===== config.mk =====
export PLATFORM = sky130hd
export DESIGN_NAME = multdiv_seq
export DESIGN_NICKNAME = d
export VERILOG_FILES = /design/src/rtl/multdiv_pkg.sv /design/src/rtl/multdiv_cycle_cnt.sv /design/src/rtl/multdiv_seq.sv
export SDC_FILE = /design/constraint.sdc
export NUM_CORES = 1
export LEC_CHECK = 0
export ABC_AREA = 1
export CAP_MARGIN = 30
export CELL_PAD_IN_SITES_DETAIL_PLACEMENT = 1
export CELL_PAD_IN_SITES_GLOBAL_PLACEMENT = 1
export CORE_ASPECT_RATIO = 0.8
export CORE_MARGIN = 10
export CORE_UTILIZATION = 40
export CTS_CLUSTER_SIZE = 20
export DETAILED_ROUTE_END_ITERATION = 8
export GPL_ROUTABILITY_DRIVEN = 0
export GPL_TIMING_DRIVEN = 0
export PLACE_DENSITY_LB_ADDON = 0.1
export SETUP_SLACK_MARGIN = 0.4
export SLEW_MARGIN = 20
export SYNTH_ARGS = -nofsm -noshare
export SYNTH_HDL_FRONTEND = slang
export SYNTH_HIERARCHICAL = 1
export SYNTH_SLANG_ARGS = --single-unit

===== constraint.sdc =====
create_clock -name clk -period 5.9 [get_ports clk]
set_input_delay 1.77 -clock clk [delete_from_list [all_inputs] [get_ports clk]]
set_output_delay 1.77 -clock clk [all_outputs]
set_load 0.01 [all_outputs]

===== src/rtl/multdiv_pkg.sv =====
// Shared definitions for the sequential multiply/divide unit.
//   MD_WIDTH  : operand/result width (only 32 is supported)
//   MD_ITER   : iterations per operation, one bit per cycle
//   MD_CNT_W  : width of the iteration counter (wraps 31 -> 0)
//   state_e   : controller states
//   abs32     : two's complement magnitude (0x80000000 maps to 2^31 unsigned)
package multdiv_pkg;

  localparam int MD_WIDTH = 32;
  localparam int MD_ITER  = 32;
  localparam int MD_CNT_W = 5;

  typedef enum logic [1:0] {
    ST_IDLE = 2'd0,
    ST_MULT = 2'd1,
    ST_DIV  = 2'd2,
    ST_DONE = 2'd3
  } state_e;

  function automatic logic [31:0] abs32(input logic [31:0] v);
    return v[31] ? (~v + 32'd1) : v;
  endfunction

endpackage


===== src/rtl/multdiv_cycle_cnt.sv =====
// Iteration counter for multdiv_seq.
//   clk   : clock
//   rs_n  : asynchronous active-low reset
//   clr_i : synchronous clear (start of an operation), has priority over en_i
//   en_i  : count enable (one step per cycle while iterating)
//   cnt_o : current count, wraps 31 -> 0
module multdiv_cycle_cnt
  import multdiv_pkg::*;
(
  input  logic                clk,
  input  logic                rs_n,
  input  logic                clr_i,
  input  logic                en_i,
  output logic [MD_CNT_W-1:0] cnt_o
);

  logic [MD_CNT_W-1:0] cnt_q;

  always_ff @(posedge clk or negedge rs_n) begin
    if (!rs_n) begin
      cnt_q <= '0;
    end else if (clr_i) begin
      cnt_q <= '0;
    end else if (en_i) begin
      cnt_q <= cnt_q + 1'b1;
    end
  end

  assign cnt_o = cnt_q;

endmodule


===== src/rtl/multdiv_seq.sv =====
// Sequential signed 32-bit multiplier / divider.
//   clk            : clock, all state changes on rising edge
//   rs_n           : asynchronous active-low reset
//   ctrl_MULT      : start a signed multiply (wins over ctrl_DIV)
//   ctrl_DIV       : start a signed divide (quotient only)
//   data_operandA  : multiplicand / dividend
//   data_operandB  : multiplier / divisor
//   data_result    : low 32 bits of product, or quotient
//   data_exception : product overflow, divide by zero, or 0x80000000 / -1
//   data_resultRDY : one-cycle completion pulse
//
// state   | meaning
// --------+---------------------------------------------------------
// ST_IDLE | waiting for a start pulse, outputs hold last result
// ST_MULT | one radix-2 Booth step per cycle, 32 steps
// ST_DIV  | one restoring-division quotient bit per cycle, 32 steps
// ST_DONE | sign fix / exception evaluation, result and RDY registered
module multdiv_seq
  import multdiv_pkg::*;
#(
  parameter int WIDTH = 32,
  parameter int ITER  = 32
) (
  input  logic             clk,
  input  logic             rs_n,
  input  logic             ctrl_MULT,
  input  logic             ctrl_DIV,
  input  logic [WIDTH-1:0] data_operandA,
  input  logic [WIDTH-1:0] data_operandB,
  output logic [WIDTH-1:0] data_result,
  output logic             data_exception,
  output logic             data_resultRDY
);

  state_e              state_q, state_d;
  // Multiply: {hi[64:33], lo[32:1], q-1[0]}; divide: {rem[64:32], quotient[31:0]}
  logic [64:0]         acc_q, acc_d;
  logic [31:0]         a_q, a_d;
  logic [31:0]         b_q, b_d;
  logic                is_div_q, is_div_d;
  logic [31:0]         result_q, result_d;
  logic                exc_q, exc_d;
  logic                rdy_q, rdy_d;

  logic [MD_CNT_W-1:0] cnt;
  logic                cnt_clr;
  logic                cnt_en;
  logic                last_step;

  multdiv_cycle_cnt u_cnt (
    .clk   (clk),
    .rs_n  (rs_n),
    .clr_i (cnt_clr),
    .en_i  (cnt_en),
    .cnt_o (cnt)
  );

  assign last_step = (cnt == MD_CNT_W'(ITER - 1));

  // Booth step. The add is done at 33 bits so that hi -/+ 0x80000000 keeps
  // its true sign through the arithmetic shift.
  logic [32:0] booth_sum;
  logic [64:0] booth_next;

  always_comb begin
    booth_sum = {acc_q[64], acc_q[64:33]};
    case (acc_q[1:0])
      2'b01:   booth_sum = {acc_q[64], acc_q[64:33]} + {b_q[31], b_q};
      2'b10:   booth_sum = {acc_q[64], acc_q[64:33]} - {b_q[31], b_q};
      default: booth_sum = {acc_q[64], acc_q[64:33]};
    endcase
    booth_next = {booth_sum, acc_q[32:1]};
  end

  // Restoring division step on magnitudes.
  logic [31:0] b_mag;
  logic [32:0] rem_shift;
  logic [32:0] rem_diff;
  logic        rem_ge;
  logic [64:0] div_next;

  always_comb begin
    b_mag     = abs32(b_q);
    rem_shift = {acc_q[63:32], acc_q[31]};
    rem_ge    = (rem_shift >= {1'b0, b_mag});
    rem_diff  = rem_shift - {1'b0, b_mag};
    div_next  = rem_ge ? {rem_diff, acc_q[30:0], 1'b1}
                       : {rem_shift, acc_q[30:0], 1'b0};
  end

  // Final result formatting.
  logic [31:0] quot_mag;
  logic [31:0] quot_signed;
  logic        mult_exc;
  logic        div_zero;
  logic        div_ovf;

  always_comb begin
    quot_mag    = acc_q[31:0];
    quot_signed = (a_q[31] ^ b_q[31]) ? (~quot_mag + 32'd1) : quot_mag;
    // product bits [63:31] live in acc_q[64:32]; they must all match
    mult_exc    = !((&acc_q[64:32]) || !(|acc_q[64:32]));
    div_zero    = (b_q == 32'd0);
    div_ovf     = (a_q == 32'h8000_0000) && (b_q == 32'hFFFF_FFFF);
  end

  always_comb begin
    state_d  = state_q;
    acc_d    = acc_q;
    a_d      = a_q;
    b_d      = b_q;
    is_div_d = is_div_q;
    result_d = result_q;
    exc_d    = exc_q;
    rdy_d    = 1'b0;
    cnt_clr  = 1'b0;
    cnt_en   = 1'b0;
    case (state_q)
      ST_IDLE: begin
        if (ctrl_MULT) begin
          a_d      = data_operandA;
          b_d      = data_operandB;
          acc_d    = {32'd0, data_operandA, 1'b0};
          is_div_d = 1'b0;
          cnt_clr  = 1'b1;
          state_d  = ST_MULT;
        end else if (ctrl_DIV) begin
          a_d      = data_operandA;
          b_d      = data_operandB;
          acc_d    = {33'd0, abs32(data_operandA)};
          is_div_d = 1'b1;
          cnt_clr  = 1'b1;
          state_d  = ST_DIV;
        end
      end
      ST_MULT: begin
        acc_d  = booth_next;
        cnt_en = 1'b1;
        if (last_step) state_d = ST_DONE;
      end
      ST_DIV: begin
        acc_d  = div_next;
        cnt_en = 1'b1;
        if (last_step) state_d = ST_DONE;
      end
      ST_DONE: begin
        if (is_div_q) begin
          if (div_zero) begin
            result_d = 32'd0;
            exc_d    = 1'b1;
          end else begin
            result_d = quot_signed;
            exc_d    = div_ovf;
          end
        end else begin
          result_d = acc_q[32:1];
          exc_d    = mult_exc;
        end
        rdy_d   = 1'b1;
        state_d = ST_IDLE;
      end
      default: state_d = ST_IDLE;
    endcase
  end

  always_ff @(posedge clk or negedge rs_n) begin
    if (!rs_n) begin
      state_q  <= ST_IDLE;
      acc_q    <= '0;
      a_q      <= '0;
      b_q      <= '0;
      is_div_q <= 1'b0;
      result_q <= '0;
      exc_q    <= 1'b0;
      rdy_q    <= 1'b0;
    end else begin
      state_q  <= state_d;
      acc_q    <= acc_d;
      a_q      <= a_d;
      b_q      <= b_d;
      is_div_q <= is_div_d;
      result_q <= result_d;
      exc_q    <= exc_d;
      rdy_q    <= rdy_d;
    end
  end

  assign data_result    = result_q;
  assign data_exception = exc_q;
  assign data_resultRDY = rdy_q;

endmodule


==> metrics.txt, run 1 <==
status=finished, final reports clean; ys async rst share=100%; CTS sink count=around 170; Leakage=between 9 and 10 nW; gr ovfl total=0; clk_lat worst skew=between 0.4 and 0.5 ns; Seq/Total Area, Yosys=between 20% and 30%; TritonCTS buffer count=17; Synth cell types=a little under 50; fin nets=3137; hold depth=2; Fin. Hold Viols=0; post-DR vias/cell=~5.7; syn_area_per_cell=just under 6 um2; Finish-stage setup viols=0; simple-gate share of the synthesized area=about two fifths; Max clock buf depth=2; adder-cell share of the synthesized area=between 5 and 6%; Syn Inst Count=between 2000 and 3000; fin crit share=a little under nine tenths; number of global-route vias before repair=around 20000; FF-to-FF Start=b_q[0]$_DFFE_PN0P_; Logic pwr share=between 70% and 80%; ranking of synthesized cells by area=dfrtp_1 (25%), nand2_1 (22%), inv_1 (8.1%); H-tree depth=4; Post-synth EDFFs=0; mux cell area share after synthesis=0%; critical path type=reg -> reg; Clk pwr share=10.2%; Die H=~200 um; core area=42000 um2; Die W=251 um; share of layout cells above drive strength 1=3.80%; Routed WL=around 78000 um; Setup crit start kind=flop; setup TNS=0 ns; # port buffers=100; vias=20300; R2R depth=26; Initial Utilization=40.6%; Die ar.=51300 um2; initial antenna violation count=1; Setup WS post-layout=0.860 ns; n_diodes=0; crit end category=flop; Tmin final=5.04 ns; Worst VDD drop=between 0.2 and 0.3 mV; Core Util, Final=about 46%; Worst slew margin=~30%; first-pass GRT wire length=roughly 120000 um; max-cap viol count=0; most common cell in the netlist=nand2_1; yosys warns=6; post-cts sizing count=0; Area growth, synth to finish=13.7%; worst-margin pin slew=about 1.0 ns; CP Data Arrival Time=~5.5 ns; Worst EP required=6.32 ns; setup bufs post-CTS=0; Fillers=about 6000; Int Power=between 4 and 5 mW; Yosys reg bits=roughly 170; HPWL after detailed placement=roughly 64000 um; Seq pwr share=19.0%; worst hold slack=0.489 ns; P per Cell Area=631 nW/um2; Hold Crit Start=a_q[5]$_DFFE_PN0P_; largest family of logic cells by synthesized area=simple AND/OR/NAND/NOR gates; most frequent cells after synthesis=nand2_1 (1014), inv_1 (369), nand3_1 (222), nor2_1 (218), o21ai_0 (186); fmax=roughly 200 MHz; sw frac=about 59%; synthesized cell area=about 17000 um2; initial DRC count=~2000; hold crit path type=reg -> reg; hold-fix buffers at CTS=0; ys flop type=dfrtp_1; Net Switching=about 7.3 mW; first-pass iteration count of the detailed router=6; crit-path max FO=10; Critical Path Start=b_q[0]$_DFFE_PN0P_; largest net degree at the start of global routing=90; CTS root buf=clkbuf_16; FP Rows=67; pre-CTS setup slack=0.978 ns; compound-cell area share of the yosys netlist=between 10% and 20%; Clk pin slew, worst setup/hold paths=roughly 0.07 ns; Max Slew Vio Count=0; XOR/XNOR share of the synthesized area=between 3 and 4%; All-Layer GR Usage=between 20% and 30%; wire length per cell=around 22 um; boundary pin count=approximately 100; DRC viols=0; Syn Nets=between 3000 and 4000; share of the synthesized area in the top cell type=between 20% and 30%; CTS tree=built; Fin Clk Skew=about 0.021 ns; area leader, netlist=dfrtp_1; Final ANT Viol Nets=0; unrepaired setup endpoints after global routing=false
[cell families after synthesis]
kind of cell             after synthesis
flip-flops                           171
adder cells (fa/ha/maj)               78
AO/OA/AOI/OAI                        439
XOR/XNOR                              70
AND/OR/NAND/NOR                     1619
buffers and inverters                494
[worst paths after layout]
check                                         to  slack [ns]
max                        acc_q[64]$_DFFE_PN0P_        0.86
min                           a_q[5]$_DFFE_PN0P_        0.49
max reg2reg                acc_q[64]$_DFFE_PN0P_        0.86
min reg2reg                   a_q[5]$_DFFE_PN0P_        0.49
max in group asynchronous  acc_q[59]$_DFFE_PN0P_        3.68
min in group asynchronous    b_q[13]$_DFFE_PN0P_        1.29
[area by class of cell]
type	instances	area, um2	share of cell area [%]
Buffer	109	482	2.48
Timing Repair Buffer	101	1030	5.33
Inverter	385	1450	7.45
Clock buffer	18	429	2.21
Multi-Input combinational cell	2206	10800	55.9
Clock inverter	13	184	0.949
Sequential cell	171	4280	22.1
Tap cell	552	691	3.56
[layout by cell type, fill, tap and decap left out, types with 12 or more instances in the layout]
cell type and instances:
nand2_1 1014, inv_1 369, nand3_1 222, nor2_1 218, o21ai_0 186, dfrtp_1 171
a21oi_1 169, clkdlybuf4s50_1 99, clkbuf_1 76, ha_1 76, nand4_1 57, xor2_1 45
nor3_1 28, xnor2_1 25, nor4_1 19, a221oi_1 18, clkbuf_16 17, buf_2 16
o221ai_1 15, o21ai_1 13, inv_2 12
[registers in the layout, indices dropped and copies added (netlist names)]
signal and count:
b_q 32, a_q 32, u_cnt/cnt_o 5, data_result 32
data_resultRDY 1, state_q 2, data_exception 1, is_div_q 1
acc_q 65
[layer usage]
layer  track usage (%)  up-vias  part of all wire, %
met5                 0        -                0.017
met3              5.28      121                  8.8
met1              43.5     9882                   48
met2              42.8      811                   41
met4              7.35        2                  2.3
li1                  -     9480                    -
[power groups by stage]
stage / clock [mW] / sequential, mW / combinational, mW
6_report: 1.24 / 2.33 / 8.66
5_1_grt: 1.30 / 2.38 / 9.46
4_1_cts: 1.25 / 2.30 / 8.42
3_5_place_dp: 0 / 2.32 / 8.35
3_3_place_gp: 0 / 2.28 / 8.10
2_1_floorplan: 0 / 2.13 / 5.40
[through the flow]
step | total power [mW] | cells | cell area (um2)
after global routing | 13.1 | 3555 | 19400
after floorplan | 7.53 | 2871 | 17100
final | 12.2 | 3555 | 19400
after detailed placement | 10.7 | 3524 | 18800
after global placement | 10.4 | 3523 | 18700
after CTS | 12.0 | 3555 | 19400
[worst max-delay path: stages, from the launching register on]
cell	delay, ns
dfrtp_1	0.52
inv_1	0.15
ha_1	0.23
nand2_1	0.15
nor2_4	0.14
inv_1	0.08
nor3_2	0.19
nand2_1	0.19
nor2_1	0.25
nand4_1	0.14
xor2_1	0.18
nand2_1	0.06
o21ai_0	0.38
ha_1	0.58
nand2_1	0.12
nor2_2	0.13
nand2_1	0.10
nor3_2	0.17
nand2_1	0.10
nand2_2	0.13
nor2_8	0.07
nand2_8	0.10
buf_6	0.17
nand4_1	0.34
nand2_1	0.17
nand2_1	0.06
nand2_1	0.05
Power figures use the tool's default switching activity.
==> run 2, diff against run 1 <==
--- a/config.mk
+++ b/config.mk
@@ -17,6 +17,7 @@
 export GPL_ROUTABILITY_DRIVEN = 0
 export GPL_TIMING_DRIVEN = 0
 export PLACE_DENSITY_LB_ADDON = 0.1
+export REMOVE_ABC_BUFFERS = 1
 export SETUP_SLACK_MARGIN = 0.4
 export SLEW_MARGIN = 20
 export SYNTH_ARGS = -nofsm -noshare
==> run 2 against run 1 <==
- clock skew shrank 0.0079 ns
- sequential cell count did not move
- register-to-register slack about the same
- critical path depth fell by 18
- core utilization decreased by 0.50 points
- largest power group unchanged
- critical endpoint is now acc_q[14]$_DFFE_PN0P_
- design area is 1.1% lower
- die area unchanged
==> metrics.txt, run 2 (synthesis gave the netlist of run 1 again) <==
Max Slew Vio Count=0; largest net degree at the start of global routing=between 90 and 100; Finish-stage setup viols=0; Die H=205 um; core area=roughly 42000 um2; CTS tree=built; # port buffers=a little over 100; Logic pwr share=between 60% and 70%; Worst EP required=~6.3 ns; Fillers=~5800; unrepaired setup endpoints after global routing=false; Seq pwr share=roughly 21%; first-pass GRT wire length=between 100000 and 150000 um; H-tree depth=4; Reg2Reg Setup Slack=0.87 ns; Net Switching=roughly 6.6 mW; Die W=251 um; Int Power=between 4 and 5 mW; TritonCTS buffer count=17; wire length per cell=around 20 um; critical path type=in -> reg; CTS sink count=approximately 170; final instance area=19200 um2; Slowest-stage cell, CP=clkinv_1; Worst VDD drop=0.314 mV; sw frac=between 50% and 60%; Area growth, synth to finish=12.5%; DP Area=~19000 um2; CTS root buf=clkbuf_16; commonest non-fill, non-tap cell in the layout=nand2_1; Core Util, Final=about 46%; HPWL after detailed placement=around 55000 um; most frequent cells in the layout=nand2_1 (1012), inv_1 (366), nand3_1 (222); met3 usage=roughly 5.9%; Tmin final=~5.1 ns; first-pass iteration count of the detailed router=5; boundary pin count=102; Fin. Hold Viols=0; fmax=197 MHz; Clk pin slew, worst setup/hold paths=roughly 0.080 ns; fin crit share=~86%; gr ovfl total=0; Largest Register=acc_q; Die ar.=roughly 50000 um2; GR Util met2=between 30 and 40%; Largest register FFs=65; All-Layer GR Usage=26.5%; initial DRC count=about 1800; DRC viols=0; share of layout cells above drive strength 1=under 10%; critical-path cell list=buf_2 -> clkinv_1 -> nand3_1 -> nand2_4 -> buf_12 -> inv_2 -> nand2_1 -> o22ai_1; Max clock buf depth=2; Worst slew margin=roughly a third; vias=19300; hold crit path type=reg -> reg; status=finished, final reports clean; Clk pwr share=between 10% and 20%; global routing's busiest layer=met1; GR met1 Demand/Resource=between 30% and 40%; number of global-route vias before repair=18700; clk_lat worst skew=0.46 ns; Leakage=a little under 10 nW; Routed WL=70400 um; initial antenna violation count=2; crit-path max FO=42; fin nets=slightly above 3000; Fin Clk Skew=roughly 0.014 ns; worst-margin pin slew=between 1 and 1.5 ns; Initial Utilization=40.6%; Worst path max stage delay=0.96 ns; P per Cell Area=between 600 and 700 nW/um2; post-DR vias/cell=between 5 and 6; crit end category=flop; Setup crit start kind=input port; Final ANT Viol Nets=0; CP Data Arrival Time=roughly 5.5 ns; FP Rows=between 60 and 70; max-cap viol count=0
run 2: final timing paths:
kind | to | depth (start not counted) | start
max | acc_q[14]$_DFFE_PN0P_ | 8 | ctrl_MULT
min | a_q[3]$_DFFE_PN0P_ | 2 | a_q[3]$_DFFE_PN0P_
min reg2reg | a_q[3]$_DFFE_PN0P_ | 2 | a_q[3]$_DFFE_PN0P_
max reg2reg | acc_q[64]$_DFFE_PN0P_ | 23 | b_q[0]$_DFFE_PN0P_
min in group asynchronous | acc_q[62]$_DFFE_PN0P_ | 1 | rs_n
max in group asynchronous | acc_q[26]$_DFFE_PN0P_ | 2 | rs_n
run 2: final cells by class:
type / count / area [um2] / share of cell area (%)
diodes: 2 / 5.00 / 0.0261
clock buffers: 17 / 425 / 2.22
clock inverters: 15 / 176 / 0.920
inverters: 385 / 1450 / 7.55
multi-input cells: 2207 / 10900 / 56.9
flip-flops and latches: 171 / 4280 / 22.3
well taps: 552 / 691 / 3.60
repair buffers: 114 / 1250 / 6.51
run 2: critical path: cells and delay by family:
family	cells	cell delay, ns
buffers and inverters	4	2.35
and+or+nand+nor	3	1.14
AOI/OAI and AO/OA	1	0.17
run 2: per-stage QoR:
| stage | cells | setup TNS, ns | hold WS, ns | total power, mW | setup slack (ns) |
|---|---|---|---|---|---|
| 3_5_place_dp | 3424 | 0 | 0.478 | 10.1 | 0.382 |
| 6_report | 3463 | 0 | 0.494 | 11.6 | 0.817 |
| 4_1_cts | 3456 | 0 | 0.496 | 11.4 | 0.857 |
| 5_1_grt | 3461 | 0 | 0.521 | 12.6 | 0.466 |
| 3_3_place_gp | 3415 | -1040.39 | 0.465 | 9.69 | -4.61 |
| 2_1_floorplan | 2762 | 0 | 0.451 | 7.29 | 1.23 |
run 2: timing repair:
action                                 CTS  global route
hold buffers                             0             0
resized for setup                        0             1
endpoints found under the hold margin    0             0
setup endpoints to repair                0             5
buffers inserted                         0             3
run 2: power by group through the flow:
| stage | logic [mW] | clock network [mW] | registers, mW |
|---|---|---|---|
| detailed placement | 7.77 | 0 | 2.36 |
| CTS | 7.83 | 1.23 | 2.35 |
| finish | 7.98 | 1.21 | 2.36 |
| floorplan | 5.08 | 0 | 2.21 |
| global route | 8.91 | 1.28 | 2.44 |
| global placement | 7.31 | 0 | 2.38 |
run 2: layer usage:
metal / up-vias / wire, um / part of all wire, %
li1: 9298 / - / -
met1: 9388 / 34700 / 49
met3: 69 / 5570 / 7.9
met4: 2 / 1320 / 1.9
met2: 557 / 28800 / 41
met5: - / 13 / 0.018
==> run 3, diff against run 2 <==
--- a/config.mk
+++ b/config.mk
@@ -17,6 +17,7 @@
 export GPL_ROUTABILITY_DRIVEN = 0
 export GPL_TIMING_DRIVEN = 0
 export PLACE_DENSITY_LB_ADDON = 0.1
+export RECOVER_POWER = 50
 export REMOVE_ABC_BUFFERS = 1
 export SETUP_SLACK_MARGIN = 0.4
 export SLEW_MARGIN = 20
==> run 3 against run 2 <==
- the flow now finishes with violations (capacitance limit, slew limit)
- design area is 0.15% lower
- core utilization is 0.069 points lower
- sequential power hardly changed
- fmax is 0.27% higher
- sequential share of layout area hardly changed
- die area stayed put
- count of clock-buffer cells in the layout stayed put
- first-iteration DRC count is 1.8% higher
- power is 0.16% higher
- hold slack worse by 0.00057 ns
==> metrics.txt, run 3 (synthesis gave the netlist of run 1 again) <==
first-pass GRT wire length=approximately 110000 um; CTS root buf=clkbuf_16; CTS tree=built; DRC viols=0; Int Power=~4.9 mW; setup TNS=0 ns; clk_lat worst skew=~0.46 ns; Worst slew margin=-54.8%; Area growth, synth to finish=12.3%; commonest non-fill, non-tap cell in the layout=nand2_1; Post-Place Cells=~3400; Reg2Reg Setup Slack=~0.88 ns; Worst R2R End=acc_q[64]$_DFFE_PN0P_; Net Switching=6.65 mW; fin nets=3042; number of global-route vias before repair=about 19000; crit end category=flop; critical path type=in -> reg; hold depth=2; Critical Path Start=ctrl_MULT; worst-margin pin slew=2.32 ns; initial antenna violation count=2; Largest register FFs=65; Final Total Pwr=~12 mW; Routed WL=slightly above 70000 um; FF-to-FF Start=b_q[0]$_DFFE_PN0P_; Max Slew Vio Count=114; hold crit path type=reg -> reg; Clk pwr share=10.6%; Setup crit start kind=input port; Initial Utilization=approximately two fifths; Die W=251 um; Seq pwr share=approximately a fifth; status=complete, but fails checks; final instance area=around 19000 um2; most frequent cells in the layout=nand2_1 (1012), inv_1 (366), nand3_1 (222); All-Layer GR Usage=approximately a quarter; Final ANT Viol Nets=0; wire length per cell=slightly above 20 um; TritonCTS buffer count=17; crit-path max FO=42; first-pass iteration count of the detailed router=5; R2R depth=23; Tmin final=5.07 ns; DP Area=between 15000 and 20000 um2; Die ar.=51300 um2; gr ovfl total=0; initial DRC count=approximately 1800; largest net degree at the start of global routing=93; P per Cell Area=roughly 600 nW/um2; Die H=205 um; fin crit share=85.9%; CP Data Arrival Time=approximately 5.5 ns; CTS sink count=between 150 and 200; max-cap viol count=2; hold-fix buffers at CTS=0; Worst EP required=around 6.3 ns; Setup WS post-layout=slightly above 0.8 ns; Fin. Hold Viols=0; core area=42000 um2; boundary pin count=102; sw frac=57.4%; Fillers=about 5800; # port buffers=slightly above 100; Max clock buf depth=2; pre-CTS setup slack=roughly 0.38 ns; Largest Register=acc_q; Core Util, Final=between 40% and 50%; Fin Clk Skew=0.0152 ns; non-filler cells, final=~3500; post-DR vias/cell=approximately 5.6; FP Rows=67; H-tree depth=4; Worst VDD drop=between 0.3 and 0.4 mV; worst hold slack=0.493 ns; violated checks=capacitance limit, slew limit; hold worst-path end=a_q[3]$_DFFE_PN0P_; fmax=197 MHz; Leakage=roughly 9.8 nW; Logic pwr share=69.0%; share of layout cells above drive strength 1=under 10%; vias=approximately 19000; Hold Crit Start=a_q[3]$_DFFE_PN0P_; Finish-stage setup viols=0; HPWL after detailed placement=~55000 um; Clk pin slew, worst setup/hold paths=around 0.080 ns; unrepaired setup endpoints after global routing=false
==> run 3: changes by cell type in the layout (fill, tap and decap cells not counted) <==
cell,before,now
buf_12,4,3
buf_8,3,2
clkbuf_1,0,1
clkbuf_2,0,1
ha_1,72,73
ha_2,3,2
==> run 3: power by group through the flow <==
stage	clock (mW)	sequential, mW	combinational [mW]
after floorplan	0	2.21	5.08
after global routing	1.28	2.44	8.90
after global placement	0	2.38	7.31
after CTS	1.23	2.35	7.83
final	1.22	2.36	7.99
after detailed placement	0	2.36	7.77
==> run 3: area by class of cell <==
cell class / count / area (um2) / area share (%)
diodes: 2 / 5.00 / 0.0261
clock buffers: 17 / 425 / 2.22
clock inverters: 15 / 176 / 0.921
inverters: 385 / 1450 / 7.56
multi-input cells: 2207 / 10900 / 56.9
flip-flops and latches: 171 / 4280 / 22.3
well taps: 552 / 691 / 3.61
repair buffers: 114 / 1220 / 6.38
==> run 3: how the worst max path moves through the flow <==
stage	depth (start not counted)	slack (ns)	to
after floorplan	6	1.23	acc_q[33]$_DFFE_PN0P_
after global placement	1	-4.61	a_q[19]$_DFFE_PN0P_
after detailed placement	10	0.38	u_cnt/cnt_o[3]$_DFFE_PN0P_
after CTS	25	0.86	acc_q[61]$_DFFE_PN0P_
after global routing	25	0.47	acc_q[58]$_DFFE_PN0P_
final	8	0.83	acc_q[14]$_DFFE_PN0P_
==> run 3: worst max-delay path, stage by stage <==
cell      delay, ns
buf_2          0.56
clkinv_1       0.95
nand3_1        0.54
nand2_4        0.32
buf_12         0.30
inv_2          0.55
nand2_1        0.26
o22ai_1        0.16
==> run 3: metal layers <==
metal	track usage, %	routed length, um	up-vias
met5	0	13	-
met4	6.40	1340	2
met3	5.90	5650	70
met2	37.7	29000	573
met1	39.3	34700	9441
li1	-	-	9296
==> run 3: repair_timing <==
item / CTS / global route
resized for setup: 0 / 1
setup endpoints to repair: 0 / 5
hold endpoints to repair: 0 / 0
setup buffers: 0 / 3
